File: config.mk
export PLATFORM = sky130hd
export DESIGN_NAME = router_fsm_nport
export DESIGN_NICKNAME = d
export VERILOG_FILES = /design/src/rtl/router_fsm_nport.sv
export SDC_FILE = /design/constraint.sdc
export NUM_CORES = 1
export LEC_CHECK = 0
export CAP_MARGIN = 20
export CORE_MARGIN = 2
export CORE_UTILIZATION = 35
export CTS_BUF_LIST = sky130_fd_sc_hd__clkbuf_4 sky130_fd_sc_hd__clkbuf_8 sky130_fd_sc_hd__clkbuf_16
export DETAILED_ROUTE_END_ITERATION = 8
export GPL_TIMING_DRIVEN = 0
export PLACE_DENSITY = 0.62
export SYNTH_ARGS = -nofsm -noshare
export SYNTH_HDL_FRONTEND = slang
export SYNTH_SLANG_ARGS = --single-unit
File: constraint.sdc
create_clock -name i_clk -period 2.3 [get_ports i_clk]
set_input_delay 0.69 -clock i_clk [delete_from_list [all_inputs] [get_ports i_clk]]
set_output_delay 0.69 -clock i_clk [all_outputs]
set_load 0.02 [all_outputs]
File: src/rtl/router_fsm_nport.sv
// -----------------------------------------------------------------------------
// router_fsm_nport
//
// Control FSM for an N-port packet router. It sits between the input
// register/synchroniser and the per-port FIFOs. It sequences header decode,
// payload load, FIFO-full stalls and the parity check. It also:
//   - latches a one-hot destination select from the header address,
//   - waits a bounded number of cycles for a busy destination FIFO to drain,
//   - discards packets with an invalid address or a timed-out wait.
//
// Parameters
//   NUM_PORTS     number of destination FIFOs (2..16)
//   ADDR_W        header address width, 2**ADDR_W >= NUM_PORTS
//   WAIT_TIMEOUT  max cycles spent waiting for an empty FIFO (>= 2)
//
// Ports
//   i_clk            system clock, rising edge
//   i_reset          synchronous active-high reset
//   i_pkt_valid      source packet valid
//   i_parity_done    parity byte loaded by the register block
//   i_data_in        header address field
//   i_soft_reset     per-port soft reset (FIFO read timeout)
//   i_fifo_full      full flag of the currently selected FIFO
//   i_low_pkt_valid  pkt_valid fell while the FIFO was full
//   i_fifo_empty     per-port FIFO empty flags
//   o_busy           back-pressure to the source
//   o_detect_addr    in DECODE_ADDRESS
//   o_lfd_state      in LOAD_FIRST_DATA
//   o_ld_state       in LOAD_DATA
//   o_laf_state      in LOAD_AFTER_FULL
//   o_full_state     in FIFO_FULL_STATE
//   o_write_enb_reg  register block may write the FIFO
//   o_rst_int_reg    in CHECK_PARITY_ERROR
//   o_drop_state     in DROP_PACKET, payload discarded
//   o_timeout_err    one-cycle pulse when a wait times out
//   o_dest_sel       one-hot latched destination
// -----------------------------------------------------------------------------
module router_fsm_nport #(
    parameter int NUM_PORTS    = 3,
    parameter int ADDR_W       = 2,
    parameter int WAIT_TIMEOUT = 32
) (
    input  logic                 i_clk,
    input  logic                 i_reset,
    input  logic                 i_pkt_valid,
    input  logic                 i_parity_done,
    input  logic [ADDR_W-1:0]    i_data_in,
    input  logic [NUM_PORTS-1:0] i_soft_reset,
    input  logic                 i_fifo_full,
    input  logic                 i_low_pkt_valid,
    input  logic [NUM_PORTS-1:0] i_fifo_empty,
    output logic                 o_busy,
    output logic                 o_detect_addr,
    output logic                 o_lfd_state,
    output logic                 o_ld_state,
    output logic                 o_laf_state,
    output logic                 o_full_state,
    output logic                 o_write_enb_reg,
    output logic                 o_rst_int_reg,
    output logic                 o_drop_state,
    output logic                 o_timeout_err,
    output logic [NUM_PORTS-1:0] o_dest_sel
);

    localparam int CNT_W = (WAIT_TIMEOUT > 1) ? $clog2(WAIT_TIMEOUT) : 1;

    typedef enum logic [3:0] {
        S_DA   = 4'd0,  // DECODE_ADDRESS
        S_LFD  = 4'd1,  // LOAD_FIRST_DATA
        S_LD   = 4'd2,  // LOAD_DATA
        S_FFS  = 4'd3,  // FIFO_FULL_STATE
        S_LAF  = 4'd4,  // LOAD_AFTER_FULL
        S_LP   = 4'd5,  // LOAD_PARITY
        S_CPE  = 4'd6,  // CHECK_PARITY_ERROR
        S_WTE  = 4'd7,  // WAIT_TILL_EMPTY
        S_DROP = 4'd8   // DROP_PACKET
    } state_t;

    state_t               r_state;
    state_t               w_next;
    logic [NUM_PORTS-1:0] r_dest_sel;
    logic [CNT_W-1:0]     r_wait_cnt;
    logic                 r_timeout_err;

    logic [NUM_PORTS-1:0] w_addr_onehot;
    logic                 w_addr_ok;
    logic                 w_empty_da;
    logic                 w_empty_sel;
    logic                 w_soft_hit;
    logic                 w_wait_done;

    // One-hot decode of the header address. An address at or above
    // NUM_PORTS decodes to all zeros, which doubles as the invalid flag.
    always_comb begin
        w_addr_onehot = '0;
        for (int i = 0; i < NUM_PORTS; i++) begin
            w_addr_onehot[i] = (i_data_in == ADDR_W'(i));
        end
    end

    assign w_addr_ok   = |w_addr_onehot;
    // In DA the destination is not latched yet, so look at the live address.
    assign w_empty_da  = |(i_fifo_empty & w_addr_onehot);
    assign w_empty_sel = |(i_fifo_empty & r_dest_sel);
    assign w_soft_hit  = (r_state != S_DA) && (|(i_soft_reset & r_dest_sel));
    assign w_wait_done = (r_wait_cnt == CNT_W'(WAIT_TIMEOUT - 1));

    // State register
    always_ff @(posedge i_clk) begin
        if (i_reset) begin
            r_state <= S_DA;
        end else begin
            r_state <= w_next;
        end
    end

    // Next-state logic
    always_comb begin
        w_next = r_state;
        case (r_state)
            S_DA: begin
                if (i_pkt_valid) begin
                    if (!w_addr_ok) begin
                        w_next = S_DROP;
                    end else if (w_empty_da) begin
                        w_next = S_LFD;
                    end else begin
                        w_next = S_WTE;
                    end
                end
            end
            S_LFD: w_next = S_LD;
            S_LD: begin
                if (i_fifo_full) begin
                    w_next = S_FFS;
                end else if (!i_pkt_valid) begin
                    w_next = S_LP;
                end
            end
            S_FFS: begin
                if (!i_fifo_full) begin
                    w_next = S_LAF;
                end
            end
            S_LAF: begin
                if (i_parity_done) begin
                    w_next = S_DA;
                end else if (i_low_pkt_valid) begin
                    w_next = S_LP;
                end else begin
                    w_next = S_LD;
                end
            end
            S_LP:  w_next = S_CPE;
            S_CPE: w_next = i_fifo_full ? S_FFS : S_DA;
            S_WTE: begin
                // A FIFO that drains on the last allowed cycle still wins.
                if (w_empty_sel) begin
                    w_next = S_LFD;
                end else if (w_wait_done) begin
                    w_next = S_DROP;
                end
            end
            S_DROP: begin
                if (!i_pkt_valid) begin
                    w_next = S_DA;
                end
            end
            default: w_next = S_DA;
        endcase

        // A soft reset on the selected port aborts the packet from any state.
        if (w_soft_hit) begin
            w_next = S_DA;
        end
    end

    // Destination latch, wait counter and timeout pulse
    always_ff @(posedge i_clk) begin
        if (i_reset) begin
            r_dest_sel    <= '0;
            r_wait_cnt    <= '0;
            r_timeout_err <= 1'b0;
        end else begin
            if (w_soft_hit) begin
                r_dest_sel <= '0;
            end else if ((r_state == S_DA) && i_pkt_valid) begin
                r_dest_sel <= w_addr_onehot;
            end

            // The counter only advances while staying in WTE, so every
            // entry into WTE starts from zero.
            if ((r_state == S_WTE) && (w_next == S_WTE)) begin
                r_wait_cnt <= r_wait_cnt + CNT_W'(1);
            end else begin
                r_wait_cnt <= '0;
            end

            r_timeout_err <= (r_state == S_WTE) && (w_next == S_DROP);
        end
    end

    // Moore outputs
    always_comb begin
        o_busy          = 1'b0;
        o_detect_addr   = 1'b0;
        o_lfd_state     = 1'b0;
        o_ld_state      = 1'b0;
        o_laf_state     = 1'b0;
        o_full_state    = 1'b0;
        o_write_enb_reg = 1'b0;
        o_rst_int_reg   = 1'b0;
        o_drop_state    = 1'b0;
        case (r_state)
            S_DA:   o_detect_addr = 1'b1;
            S_LFD: begin
                o_lfd_state = 1'b1;
                o_busy      = 1'b1;
            end
            S_LD: begin
                o_ld_state      = 1'b1;
                o_write_enb_reg = 1'b1;
            end
            S_FFS: begin
                o_full_state = 1'b1;
                o_busy       = 1'b1;
            end
            S_LAF: begin
                o_laf_state     = 1'b1;
                o_busy          = 1'b1;
                o_write_enb_reg = 1'b1;
            end
            S_LP: begin
                o_busy          = 1'b1;
                o_write_enb_reg = 1'b1;
            end
            S_CPE: begin
                o_rst_int_reg = 1'b1;
                o_busy        = 1'b1;
            end
            S_WTE:  o_busy = 1'b1;
            S_DROP: o_drop_state = 1'b1;
            default: begin
                o_detect_addr = 1'b0;
            end
        endcase
    end

    assign o_timeout_err = r_timeout_err;
    assign o_dest_sel    = r_dest_sel;

endmodule

# Word level (Yosys, flattened, before mapping)
# Cells that the tools add are included.
[totals]
out_inout_bits = 13
elab_cells = 60
ff_bits = 13
[op_classes]
n_bitwise = 4
muxes = 23
reduce_logical = 15
eq_ne = 13
add_sub_neg = 1
[op_table]
columns = ["operator", "n"]
rows = [
  ["two-way mux 4 bit", 9],
  ["case mux 4 bit (9 select lines)", 1],
  ["equality test 4 x 3 -> 1 bit (second input constant)", 5],
  ["OR reduction 3 bit", 5],
  ["bitwise AND 3 bit", 3],
  ["two-way mux 1 bit", 9],
  ["two-way mux 3 bit", 3],
  ["equality test 4 x 2 -> 1 bit (second input constant)", 2],
  ["equality test 4 bit (second input constant)", 2],
  ["OR reduction 6 bit", 1],
  ["adder 5 x 1 -> 5 bit (second input constant)", 1],
  ["equality test 5 bit (second input constant)", 1],
  ["equality test 4 x 1 -> 1 bit (second input constant)", 1],
  ["logical AND 1 bit", 4],
  ["zero test 4 bit", 1],
  ["nonzero test 4 bit", 1],
  ["OR reduction 2 bit", 2],
  ["equality test 2 x 1 -> 1 bit (second input constant)", 1],
  ["equality test 2 bit (second input constant)", 1],
  ["zero test 2 bit", 1],
  ["two-way mux 2 bit", 1],
  ["NOT 1 bit", 1],
]

# Logic depth before layout (Yosys ltp)
[depth]
ltp_word = 12
mapped_depth = 6

# Least setup slack after synthesis
# OpenSTA, ideal clock, no wires.
[synth_timing]
kind = "input to register"
startpoint = "input port i_fifo_empty[0]"
endpoint = "register r_wait_cnt[2]"
slack_ns = 0.490
arrival_ns = 1.710
path_stages = 4
path_cell_list = "a222oi_1 -> and3b_2 -> a21oi_2 -> a2111oi_4"
[synth_between]
elab_chain_cells = 11
elab_cells_between_ends = 14
[synth_lines]
columns = ["item", "line_no", "source"]
rows = [
  ["from (decl)", "51", "input logic [NUM_PORTS-1:0] i_fifo_empty,"],
  ["bitwise AND 3 bit", "103", "assign w_empty_da = |(i_fifo_empty & w_addr_onehot);"],
  ["OR reduction 3 bit", "103", ""],
  ["two-way mux 3 bit", "125", "end else if (w_empty_da) begin"],
  ["two-way mux 4 bit", "123", "if (!w_addr_ok) begin"],
  ["two-way mux 4 bit", "122", "if (i_pkt_valid) begin"],
  ["case mux 4 bit (9 select lines) *", "120", "case (r_state)"],
  ["two-way mux 4 bit *", "173", "if (w_soft_hit) begin"],
  ["equality test 4 x 3 -> 1 bit *", "193", "if ((r_state == S_WTE) && (w_next == S_WTE)) begin"],
  ["logical AND 1 bit *", "193", ""],
  ["NOT 1 bit (no line) *", "n/a", ""],
  ["OR reduction 2 bit (no line) *", "n/a", ""],
  ["to (signal assigned)", "194", "r_wait_cnt <= r_wait_cnt + CNT_W'(1);"],
  ["to (decl)", "82", "logic [CNT_W-1:0] r_wait_cnt;"],
]
# Mark *: on every way between the ends. The rest lies on a longest branch, timed or not.
# A chain may end at the register's enable or synchronous reset.

# Worst setup path after layout
[layout_timing]
startpoint = "register r_state[3]"
endpoint = "output port o_laf_state"
[layout_between]
elab_chain_cells = 2
[layout_lines]
columns = ["item", "line_no", "source"]
rows = [
  ["from (decl)", "79", "state_t r_state;"],
  ["from (signal assigned)", "113", "r_state <= w_next;"],
  ["equality test 4 x 3 -> 1 bit", "214", "case (r_state)"],
  ["two-way mux 1 bit", "214", ""],
  ["to (decl)", "56", "output logic o_laf_state,"],
]
# No other way between the ends.

==> results.py <==
metrics = {
    "floorplan": {
        "placementRows": 17,
        "die-area_sq_um": 2780,
        "start_util": 0.372,
        "coreArea_sq_um": 2230,
        "num_io_pins": 27,
        "fp.dieH_microns": 52.7,
        "die_w_microns": 52.7,
    },
    "power": {
        "p_switching_w": 0.000340,
        "pwr-share-comb": 0.514,
        "seqPwrFrac": 0.324,
        "clockPowerShare": 0.162,
        "switching_share": 0.403,
        "power_density_nw_per_um2": 729,
        "p_leak_nw": 0.461,
        "irDropWorstVdd_mv": 0.445,
        "intPower_w": 0.000503,
        "finalPower_w": 0.000842,
    },
    "yosys": {
        "syn-cell-area_sq_um": 831,
        "synth.yosys.seq_area_share": 0.313,
        "ys_warn_count": 0,
        "synth_cells": 97,
        "synth_edf_count": 0,
        "synthArstFlopShare": 0,
        "synth_cell_type_count": 39,
        "ys.flop_type": "dfxtp_1",
        "ys_ff_latch": 13,
        "synth.avg_cell_area_sq_um": 8.56,
        "syn_nets": 113,
    },
    "drt": {
        "drt-wirelength-per-cell_microns": 13.4,
        "ant_nets": 0,
        "drc": 0,
        "drtIter0Drc": 29,
        "drtPass1Iterations": 4,
        "viasPerCell": 5.36,
        "vias": 831,
        "routed_wl_microns": 2080,
    },
    "placed_design": {
        "globalplace.congestion": 0.815,
        "dp_worst_setup_slack_ns": -0.114,
        "dpl.hpwl_microns": 1620,
        "portBuffers": 26,
    },
    "timing": {
        "final.min_clock_period_ns": 2.19,
        "finalMaxSlewViolations": 0,
        "tns_ns": 0,
        "worst_clock_skew_ns": 0.00345,
        "slew_headroom": 0.738,
        "setup_ws_ns": 0.110,
        "worst_pin_slew_ns": 0.393,
        "setup_viol": 0,
        "fmax_mhz": 457,
        "rsz0062_at_grt": "false",
        "post-route-period-util": 0.952,
        "hold_violations": 0,
        "whs_ns": 0.468,
    },
    "min_path": {
        "hold_path_class": "reg -> reg",
    },
    "clocking": {
        "clockBufferDepth": 2,
        "cts-root-buf": "clkbuf_4",
        "h-tree-depth": 1,
        "clock_latency_ns": 0.28,
        "cts_tree": "done",
        "cts_buffers": 3,
        "clk_pin_slew_worst_paths_ns": 0.08,
        "postCtsHoldBufs": 0,
        "clkSinkCount": 13,
    },
    "global_routing": {
        "grt_max_degree": 11,
        "antenna_found_initial": 0,
        "track_usage": 0.173,
        "grt_pass1_wl_microns": 3520,
        "grt-ovfl-total": 0,
        "grt_pass1_vias": 763,
    },
    "critical_path": {
        "cp_cell_sequence": "buf_2 > nand2b_1 > nor3_1 > dlygate4sd2_1",
        "worstPathArrival_ns": 1.50,
        "critPathCaptureType": "output pin",
        "critPathLaunchType": "flop",
        "critical_path_class": "reg -> out",
        "critPathMaxStageDelay_ns": 0.35,
        "cp_max_fo": 10,
        "cp_slowest_cell": "dfxtp_1",
        "cpLargestDelayFamily": "buffers and inverters",
        "worst-path-buf-inv": 2,
        "required_ns": 1.61,
    },
    "finish": {
        "layout-drive-gt1-share": 0.142,
        "fin_nets": 144,
        "area_growth_pct": 39.0,
        "n_antenna_cell": 0,
        "final_util": 0.517,
        "fillers": 226,
    },
    "flow_run": {
        "maxCapViolCount": 0,
    },
    "status": {
        "outcome": "complete, no violations",
    },
}
==> layout make-up <==
type / instances / area, sq um / area share
inverter: 3 / 11.3 / 0.00975
timing repair buffer: 26 / 246 / 0.213
tap: 28 / 35.0 / 0.0303
clock inverter: 1 / 5.00 / 0.00433
sequential: 13 / 262 / 0.226
clock buffer: 3 / 22.5 / 0.0195
multi-input combinational: 77 / 542 / 0.469
buffer: 4 / 31.3 / 0.0271
==> through the flow <==
| stage | area [sq um] | instances |
|---|---|---|
| 6_report | 1150 | 155 |
| 3_5_place_dp | 1130 | 151 |
| 5_1_grt | 1150 | 155 |
| 2_1_floorplan | 831 | 97 |
| 4_1_cts | 1160 | 155 |
| 3_3_place_gp | 1130 | 151 |
==> kinds of logic (layout without fill, tap and decap cells) <==
| group | after synthesis | in the layout | share of synthesized area |
|---|---|---|---|
| mux | 2 | 2 | 0.0256 |
| xor+xnor | 2 | 2 | 0.0211 |
| compound gates | 22 | 22 | 0.209 |
| flops | 13 | 13 | 0.313 |
| buf+inv | 7 | 37 | 0.0437 |
| simple gates | 48 | 48 | 0.345 |
| fa+ha+maj | 3 | 3 | 0.0422 |
==> timing repair <==
action                                  in CTS  in global routing
setup buffers                                0                  0
endpoints found under the setup margin       9                  2
hold endpoints to repair                     0                  0
cloned                                       0                  0
gates resized for setup                     15                  3
==> cells in the final DEF, fill, tap and decap left out, types with 4 or more instances in the layout <==
cell	netlist	routed
a21oi_1	4	4
clkbuf_4	0	4
clkdlybuf4s50_1	0	17
dfxtp_1	13	12
dlygate4sd2_1	0	7
nand2_1	10	10
nand2b_1	6	6
nand3_1	4	4
nor2_1	6	6
==> final timing paths <==
kind,startpoint,endpoint,slack [ns],cells past startpoint
worst max-delay path,r_state[3],o_laf_state,0.11,4
worst min-delay path,r_wait_cnt[0],r_wait_cnt[0],0.47,1
worst max register to register,r_wait_cnt[0],r_wait_cnt[2],0.56,6
worst min register to register,r_wait_cnt[0],r_wait_cnt[0],0.47,1
==> power groups by stage <==
| stage | Sequential (W) | Clock (W) | Combinational, W |
|---|---|---|---|
| after floorplan | 0.000278 | 0 | 0.000277 |
| after detailed placement | 0.000277 | 0 | 0.000448 |
| final | 0.000273 | 0.000137 | 0.000433 |
| after global routing | 0.000277 | 0.000155 | 0.000474 |
| after CTS | 0.000273 | 0.000143 | 0.000432 |
| after global placement | 0.000275 | 0 | 0.000446 |
==> Yosys cell counts, drive strengths merged, types with 2 or more instances <==
master | instances | area share
o21bai | 3 | 0.027
inv | 3 | 0.014
nand3 | 4 | 0.024
nor4 | 2 | 0.033
and4b | 3 | 0.036
nand2b | 7 | 0.056
nor2b | 2 | 0.015
and3 | 3 | 0.023
dfxtp | 13 | 0.31
and2 | 2 | 0.015
nor3b | 2 | 0.018
a21oi | 5 | 0.035
a21o | 2 | 0.018
nor3 | 4 | 0.024
a222oi | 2 | 0.024
nor2 | 6 | 0.027
a31oi | 3 | 0.023
nand2 | 10 | 0.045
ha | 2 | 0.030
o21ai | 2 | 0.012
buf | 3 | 0.026
==> sequential cells by signal, summed over array words and instances, names as in the netlist <==
register	flops
o_dest_sel	3
o_timeout_err	1
r_state	4
r_wait_cnt	5
==> routing by layer <==
metal / part of all wire / GRT usage / vias to the layer above
met3: 0.039 / 0.0457 / 2
met4: 0.0082 / 0.0641 / 0
li1: - / - / 419
met1: 0.46 / 0.226 / 392
met2: 0.49 / 0.269 / 18
met5: 0 / 0 / -
Power figures use the tool's default switching activity.
